==> config.mk <==
export PLATFORM = sky130hd
export DESIGN_NAME = psum_drain
export DESIGN_NICKNAME = d
export VERILOG_FILES = /design/src/rtl/psum_pkg.sv /design/src/rtl/psum_lane_add.sv /design/src/rtl/psum_drain.sv
export SDC_FILE = /design/constraint.sdc
export NUM_CORES = 1
export LEC_CHECK = 0
export BUFFER_PORTS_ARGS = -buffer_cell sky130_fd_sc_hd__buf_4
export CORE_MARGIN = 8
export CORE_UTILIZATION = 55
export DETAILED_ROUTE_END_ITERATION = 8
export PLACE_DENSITY_LB_ADDON = 0.15
export SLEW_MARGIN = 20
export SYNTH_ARGS = -nofsm -noshare
export SYNTH_HDL_FRONTEND = slang
export SYNTH_SLANG_ARGS = --single-unit
==> constraint.sdc <==
create_clock -name clk -period 3.3 [get_ports clk]
set_input_delay 0.495 -clock clk [delete_from_list [all_inputs] [get_ports clk]]
set_output_delay 0.495 -clock clk [all_outputs]
set_load 0.03 [all_outputs]
==> src/rtl/psum_pkg.sv <==
//------------------------------------------------------------------------------
// Module   : psum_pkg
// Purpose  : Shared defaults and FSM state encoding for the partial-sum drain
//            engine (psum_drain) and its per-lane adder (psum_lane_add).
// Contents : COL / PSUM_BW / ADDR_BW defaults, 3-bit drain FSM state codes.
// Options  : none here (PSUM_RELU_EN is consumed by psum_lane_add).
// Revision : 1.0 - initial release
//------------------------------------------------------------------------------
`default_nettype none

package psum_pkg;

  localparam int COL     = 8;
  localparam int PSUM_BW = 16;
  localparam int ADDR_BW = 11;

  localparam logic [2:0] ST_IDLE  = 3'd0;
  localparam logic [2:0] ST_FETCH = 3'd1;
  localparam logic [2:0] ST_ADD   = 3'd2;
  localparam logic [2:0] ST_WRITE = 3'd3;
  localparam logic [2:0] ST_DONE  = 3'd4;

endpackage : psum_pkg

`default_nettype wire

==> src/rtl/psum_lane_add.sv <==
//------------------------------------------------------------------------------
// Module   : psum_lane_add
// Purpose  : One lane of the drain datapath. Optionally accumulates the OFIFO
//            value with the SRAM read value, saturates to the signed psum
//            range and, when PSUM_RELU_EN is defined, clamps negatives to 0
//            on the final pass.
// Ports    : i_a    - latched OFIFO lane value (signed)
//            i_b    - SRAM read lane value (signed)
//            i_acc  - 1 = i_a + i_b, 0 = i_a alone
//            i_relu - final-pass marker (only used with PSUM_RELU_EN)
//            o_sum  - saturated (and optionally rectified) lane result
// Options  : PSUM_RELU_EN - enables the last-pass ReLU clamp.
// Revision : 1.0 - initial release
//------------------------------------------------------------------------------
`default_nettype none

module psum_lane_add
  import psum_pkg::*;
#(
  parameter int psum_bw = PSUM_BW
) (
  input  logic [psum_bw-1:0] i_a,
  input  logic [psum_bw-1:0] i_b,
  input  logic               i_acc,
  input  logic               i_relu,
  output logic [psum_bw-1:0] o_sum
);

  logic [psum_bw:0]   w_ext_a;
  logic [psum_bw:0]   w_ext_b;
  logic [psum_bw:0]   w_sum;
  logic [psum_bw-1:0] w_sat;

  assign w_ext_a = {i_a[psum_bw-1], i_a};
  assign w_ext_b = {i_b[psum_bw-1], i_b};
  assign w_sum   = i_acc ? (w_ext_a + w_ext_b) : w_ext_a;

  // One guard bit is enough: disagreement between the guard and the sign bit
  // means the true sum left the psum_bw range, and the guard gives direction.
  always_comb begin
    if (w_sum[psum_bw] != w_sum[psum_bw-1]) begin
      if (w_sum[psum_bw]) w_sat = {1'b1, {(psum_bw-1){1'b0}}};
      else                w_sat = {1'b0, {(psum_bw-1){1'b1}}};
    end else begin
      w_sat = w_sum[psum_bw-1:0];
    end
  end

`ifdef PSUM_RELU_EN
  assign o_sum = (i_relu && w_sat[psum_bw-1]) ? '0 : w_sat;
`else
  // Final-pass marker has no effect in this build.
  logic w_unused_relu;
  assign w_unused_relu = i_relu;
  assign o_sum = w_sat;
`endif

endmodule : psum_lane_add

`default_nettype wire

==> src/rtl/psum_drain.sv <==
//------------------------------------------------------------------------------
// Module   : psum_drain
// Purpose  : Drains rows of partial sums from the OFIFO into the psum SRAM,
//            either overwriting (first pass) or read-modify-write accumulating
//            with per-lane saturation. One vector every 3 cycles
//            (FETCH -> ADD -> WRITE).
// Ports    : clk, reset (sync, active-high)
//            start/len/base_addr/first_pass/last_pass - job launch, sampled
//              on start while idle
//            ofifo_valid/ofifo_output/ofifo_rd - OFIFO pop interface
//            sram_cen/sram_wen (active low), sram_addr, sram_din, sram_dout
//              - single-port SRAM, 1-cycle read latency
//            busy - high whenever not idle; done - one-cycle end-of-job pulse
// Options  : PSUM_RELU_EN - last-pass ReLU in every lane (see psum_lane_add).
// Revision : 1.0 - initial release
//------------------------------------------------------------------------------
`default_nettype none

module psum_drain
  import psum_pkg::*;
#(
  parameter int col     = COL,
  parameter int psum_bw = PSUM_BW,
  parameter int addr_bw = ADDR_BW
) (
  input  logic                   clk,
  input  logic                   reset,
  input  logic                   start,
  input  logic [addr_bw-1:0]     len,
  input  logic [addr_bw-1:0]     base_addr,
  input  logic                   first_pass,
  input  logic                   last_pass,
  input  logic                   ofifo_valid,
  input  logic [col*psum_bw-1:0] ofifo_output,
  output logic                   ofifo_rd,
  output logic                   sram_cen,
  output logic                   sram_wen,
  output logic [addr_bw-1:0]     sram_addr,
  output logic [col*psum_bw-1:0] sram_din,
  input  logic [col*psum_bw-1:0] sram_dout,
  output logic                   busy,
  output logic                   done
);

  logic [2:0]             r_state;
  logic [addr_bw-1:0]     r_len;
  logic [addr_bw-1:0]     r_count;
  logic [addr_bw-1:0]     r_addr;
  logic                   r_first;
  logic                   r_last;
  logic [col*psum_bw-1:0] r_data;
  logic [col*psum_bw-1:0] r_result;

  logic [col*psum_bw-1:0] w_lane_result;
  logic [addr_bw-1:0]     w_count_nxt;

  assign w_count_nxt = r_count + {{(addr_bw-1){1'b0}}, 1'b1};

  for (genvar gi = 0; gi < col; gi++) begin : g_lane
    psum_lane_add #(
      .psum_bw (psum_bw)
    ) u_lane_add (
      .i_a    (r_data[gi*psum_bw +: psum_bw]),
      .i_b    (sram_dout[gi*psum_bw +: psum_bw]),
      .i_acc  (~r_first),
      .i_relu (r_last),
      .o_sum  (w_lane_result[gi*psum_bw +: psum_bw])
    );
  end

  always_ff @(posedge clk) begin
    if (reset) begin
      r_state  <= ST_IDLE;
      r_len    <= '0;
      r_count  <= '0;
      r_addr   <= '0;
      r_first  <= 1'b0;
      r_last   <= 1'b0;
      r_data   <= '0;
      r_result <= '0;
    end else begin
      case (r_state)
        ST_IDLE: begin
          if (start) begin
            r_len   <= len;
            r_addr  <= base_addr;
            r_first <= first_pass;
            r_last  <= last_pass;
            r_count <= '0;
            r_state <= (len == '0) ? ST_DONE : ST_FETCH;
          end
        end
        ST_FETCH: begin
          if (ofifo_valid) begin
            r_data  <= ofifo_output;
            r_state <= ST_ADD;
          end
        end
        ST_ADD: begin
          r_result <= w_lane_result;
          r_state  <= ST_WRITE;
        end
        ST_WRITE: begin
          // Address is addr_bw wide, so it wraps naturally at 2^addr_bw.
          r_addr  <= r_addr + {{(addr_bw-1){1'b0}}, 1'b1};
          r_count <= w_count_nxt;
          r_state <= (w_count_nxt == r_len) ? ST_DONE : ST_FETCH;
        end
        ST_DONE: r_state <= ST_IDLE;
        default: r_state <= ST_IDLE;
      endcase
    end
  end

  // Strobes are combinational from state; reset masks them so nothing is
  // issued in the cycle reset is asserted, even mid-job.
  always_comb begin
    ofifo_rd = 1'b0;
    sram_cen = 1'b1;
    sram_wen = 1'b1;
    if (!reset) begin
      case (r_state)
        ST_FETCH: begin
          if (ofifo_valid) begin
            ofifo_rd = 1'b1;
            if (!r_first) sram_cen = 1'b0;  // read for accumulate
          end
        end
        ST_WRITE: begin
          sram_cen = 1'b0;
          sram_wen = 1'b0;
        end
        default: ;
      endcase
    end
  end

  assign sram_addr = r_addr;
  assign sram_din  = r_result;
  assign busy      = !reset && (r_state != ST_IDLE);
  assign done      = !reset && (r_state == ST_DONE);

endmodule : psum_drain

`default_nettype wire

==> impl_metrics.json <==
{
  "layout-drive-gt1-share_pct": 21.6,
  "cp.required_ps": 3720,
  "via_count": 19200,
  "drc": 0,
  "yosysWarnings": 0,
  "fp.dieW_um": 198,
  "critPathBufInv": 1,
  "power.share.combinational_pct": 26.9,
  "leakagePower_nw": 9.98,
  "pwr-share-seq_pct": 36.5,
  "status": "completed",
  "r2r_slack_ps": 120,
  "cp.arrival_ps": 3600,
  "drt_iter0_drc": 1212,
  "vias_per_cell": 5.92,
  "drt_wl_total_mm": 61.1,
  "start_util_pct": 55.8,
  "clk_pin_slew_ps": 60,
  "coreArea_um2": 32500,
  "hold_ws_ps": 220,
  "grt_overflow_total": 0,
  "setup-tns-final_ps": 0,
  "grt_max_degree": 129,
  "cp_slowest_cell": "or4_1",
  "rr_worst_depth": 11,
  "synth_common_cells": "nand2_1 (439), dfxtp_1 (293), nor2_1 (240)",
  "worstReg2RegStart": "r_data[48]",
  "synth_edf_count": 0,
  "cts_htree_levels": 2,
  "nNetsFinal": 3181,
  "antenna_found_initial": 11,
  "rows": 66,
  "p_int_w": 0.00751,
  "cap_violations": 0,
  "crit_chain": "ha_1, inv_1, fa_1, nand2b_1, a21oi_2, o221a_2, o21ai_1, o21a_1, mux2_4, or4_1, a311oi_2",
  "cp_max_fo": 14,
  "root_buffer": "clkbuf_16",
  "syn-mean-instance-area_um2": 7.70,
  "slew-limit-headroom_pct": 48.3,
  "cts_tree": "built",
  "cts_buffers": 36,
  "dr.pass1.iters": 7,
  "cts.sinks": 293,
  "hold_path.class": "in2reg",
  "num-fill-cells": 2688,
  "cp-start-kind": "flop",
  "irDropWorstVdd_uv": 410,
  "multi_input_area_um2": 11600,
  "dieArea_um2": 39100,
  "place.gp.congestion": 0.957,
  "grt_pass1_vias": 18900,
  "path_delay_family": "compound AO/OA/AOI/OAI gates",
  "die_h_um": 198,
  "synth-seq-area-share_pct": 32.3,
  "r2r_end": "sram_din[52]",
  "antenna_left": 0,
  "synth_seq_cells": 293,
  "switching_share_pct": 31.7,
  "io_buffers": 426,
  "finalSetupViolations": 0,
  "rsz0062_at_grt": "no",
  "skew_ps": 18.4,
  "tightest_slew_ps": 776,
  "power_frac_clock_pct": 36.6,
  "io_pins": 428,
  "fmaxAchievable_ghz": 0.315,
  "area_growth_pct": 28.4,
  "netlist_area_um2": 18200,
  "synth_cell_types": 79,
  "fin_crit_sh_pct": 96.3,
  "dp_cells": 3163,
  "synth_flop_cell": "dfxtp_1",
  "hold_viol_final": 0,
  "crit_end": "sram_din[52]",
  "min_period_ps": 3180,
  "synth_top_cell_area_share_pct": 32.3,
  "ff_latch_area_um2": 5870,
  "routedWlPerCell_um": 18.9,
  "startpoint": "r_data[48]",
  "grt_pass1_wl_mm": 96.3,
  "hpwlAfterDp_mm": 44.9,
  "final_cells": 3237,
  "crit_cells": 11,
  "grt_util_all_layers_pct": 29.9,
  "synth_nets": 2780,
  "end_kind": "flop",
  "synthTopCellsByArea": "dfxtp_1 (32%), nand2_1 (9.1%), ha_1 (9.0%), a21oi_1 (6.4%), nor2_1 (5.0%)",
  "switchingPower_w": 0.00349,
  "insertion_delay_ps": 520,
  "pwr_density_cell_nw_per_um2": 472,
  "power_w": 0.0110,
  "syn-instance-count": 2358,
  "async_reset_ff_share_pct": 0,
  "drv_slew": 0,
  "synth_most_common_cell": "nand2_1",
  "yosys.area.top_type": "dfxtp_1",
  "critical_path_class": "reg2reg",
  "post_cts_buffers": 0,
  "clk_path_buf_depth": 3,
  "slowest_delay_ps": 520
}
## per-layer routing
layer / track usage [%] / wire length [um] / vias up
li1: - / - / 9251
met5: 0 / 11 / -
met3: 7.12 / 4940 / 175
met4: 17.3 / 3140 / 2
met1: 34.4 / 23800 / 8956
met2: 50.2 / 29200 / 769
## tightest hold or removal path, delay by kind of cell
kind	cells	cell delay, ps
buffers and inverters	1	110
AO/OA/AOI/OAI	1	50
AND/OR/NAND/NOR	1	40
## worst min path at each step
stage,cells past startpoint,from,slack [ps],to
2_1_floorplan,2,r_len[0],450,r_len[0]
4_1_cts,3,ofifo_output[121],210,r_data[121]
5_1_grt,3,ofifo_output[33],210,r_data[33]
3_5_place_dp,2,sram_din[63],460,sram_din[63]
3_3_place_gp,2,sram_din[127],440,sram_din[127]
6_report,3,ofifo_output[118],220,r_data[118]
## placed cells by master, fill, tap and decap left out, drive strengths merged, types with 29 or more instances in the layout
master    n
a211oi   48
a21o     31
a21oi   231
a22oi    29
a311oi   66
buf     501
clkbuf   53
dfxtp   293
ha      130
inv      59
nand2   439
nand3    66
nor2    240
nor3     38
o21ai    95
or3      34
xnor2    80
## flip-flops by register name, indices dropped and copies added, names as in the netlist
register   cells
r_count       11
r_data       128
r_first        1
r_len         11
r_state        3
sram_addr     11
sram_din     128
## stage by stage
step           instance area [um^2]  setup slack [ps]  utilization [%]
6_report                      23300               123             71.6
4_1_cts                       23200              32.3             71.4
3_5_place_dp                  22000              -285             67.7
2_1_floorplan                 18200               218                -
5_1_grt                       23300              3.43             71.6
3_3_place_gp                  22000              -162             67.7
## cell families after synthesis
family	Yosys count	synth area share (%)
muxes	15	0.861
DFF	293	32.3
adders and majority gates	138	9.84
buffers and inverters	197	4.17
AOI/OAI and AO/OA	670	25.1
xor gates and xnor gates	107	5.16
and+or+nand+nor	938	22.6
## power by group through the flow
stage / combinational, W / clock, W / sequential (W)
4_1_cts: 0.00294 / 0.00408 / 0.00401
5_1_grt: 0.00323 / 0.00422 / 0.00404
3_5_place_dp: 0.00291 / 0 / 0.00408
3_3_place_gp: 0.00284 / 0 / 0.00407
6_report: 0.00296 / 0.00403 / 0.00402
2_1_floorplan: 0.00160 / 0 / 0.00432
## layout make-up
type | count | share of cell area (%)
clock buffers | 53 | 4.75
clock inverters | 11 | 0.451
diodes | 10 | 0.107
well taps | 442 | 2.37
inverters | 59 | 0.950
multi-input cells | 1868 | 49.7
repair buffers | 501 | 16.4
flip-flops and latches | 293 | 25.2
## timing repair
item                                    CTS  global route
endpoints found under the setup margin    2            53
pin swaps                                 0             1
gates resized for setup                   1             7
hold buffers                              0             0
cloned                                    0             0
Power figures use the tool's default switching activity.
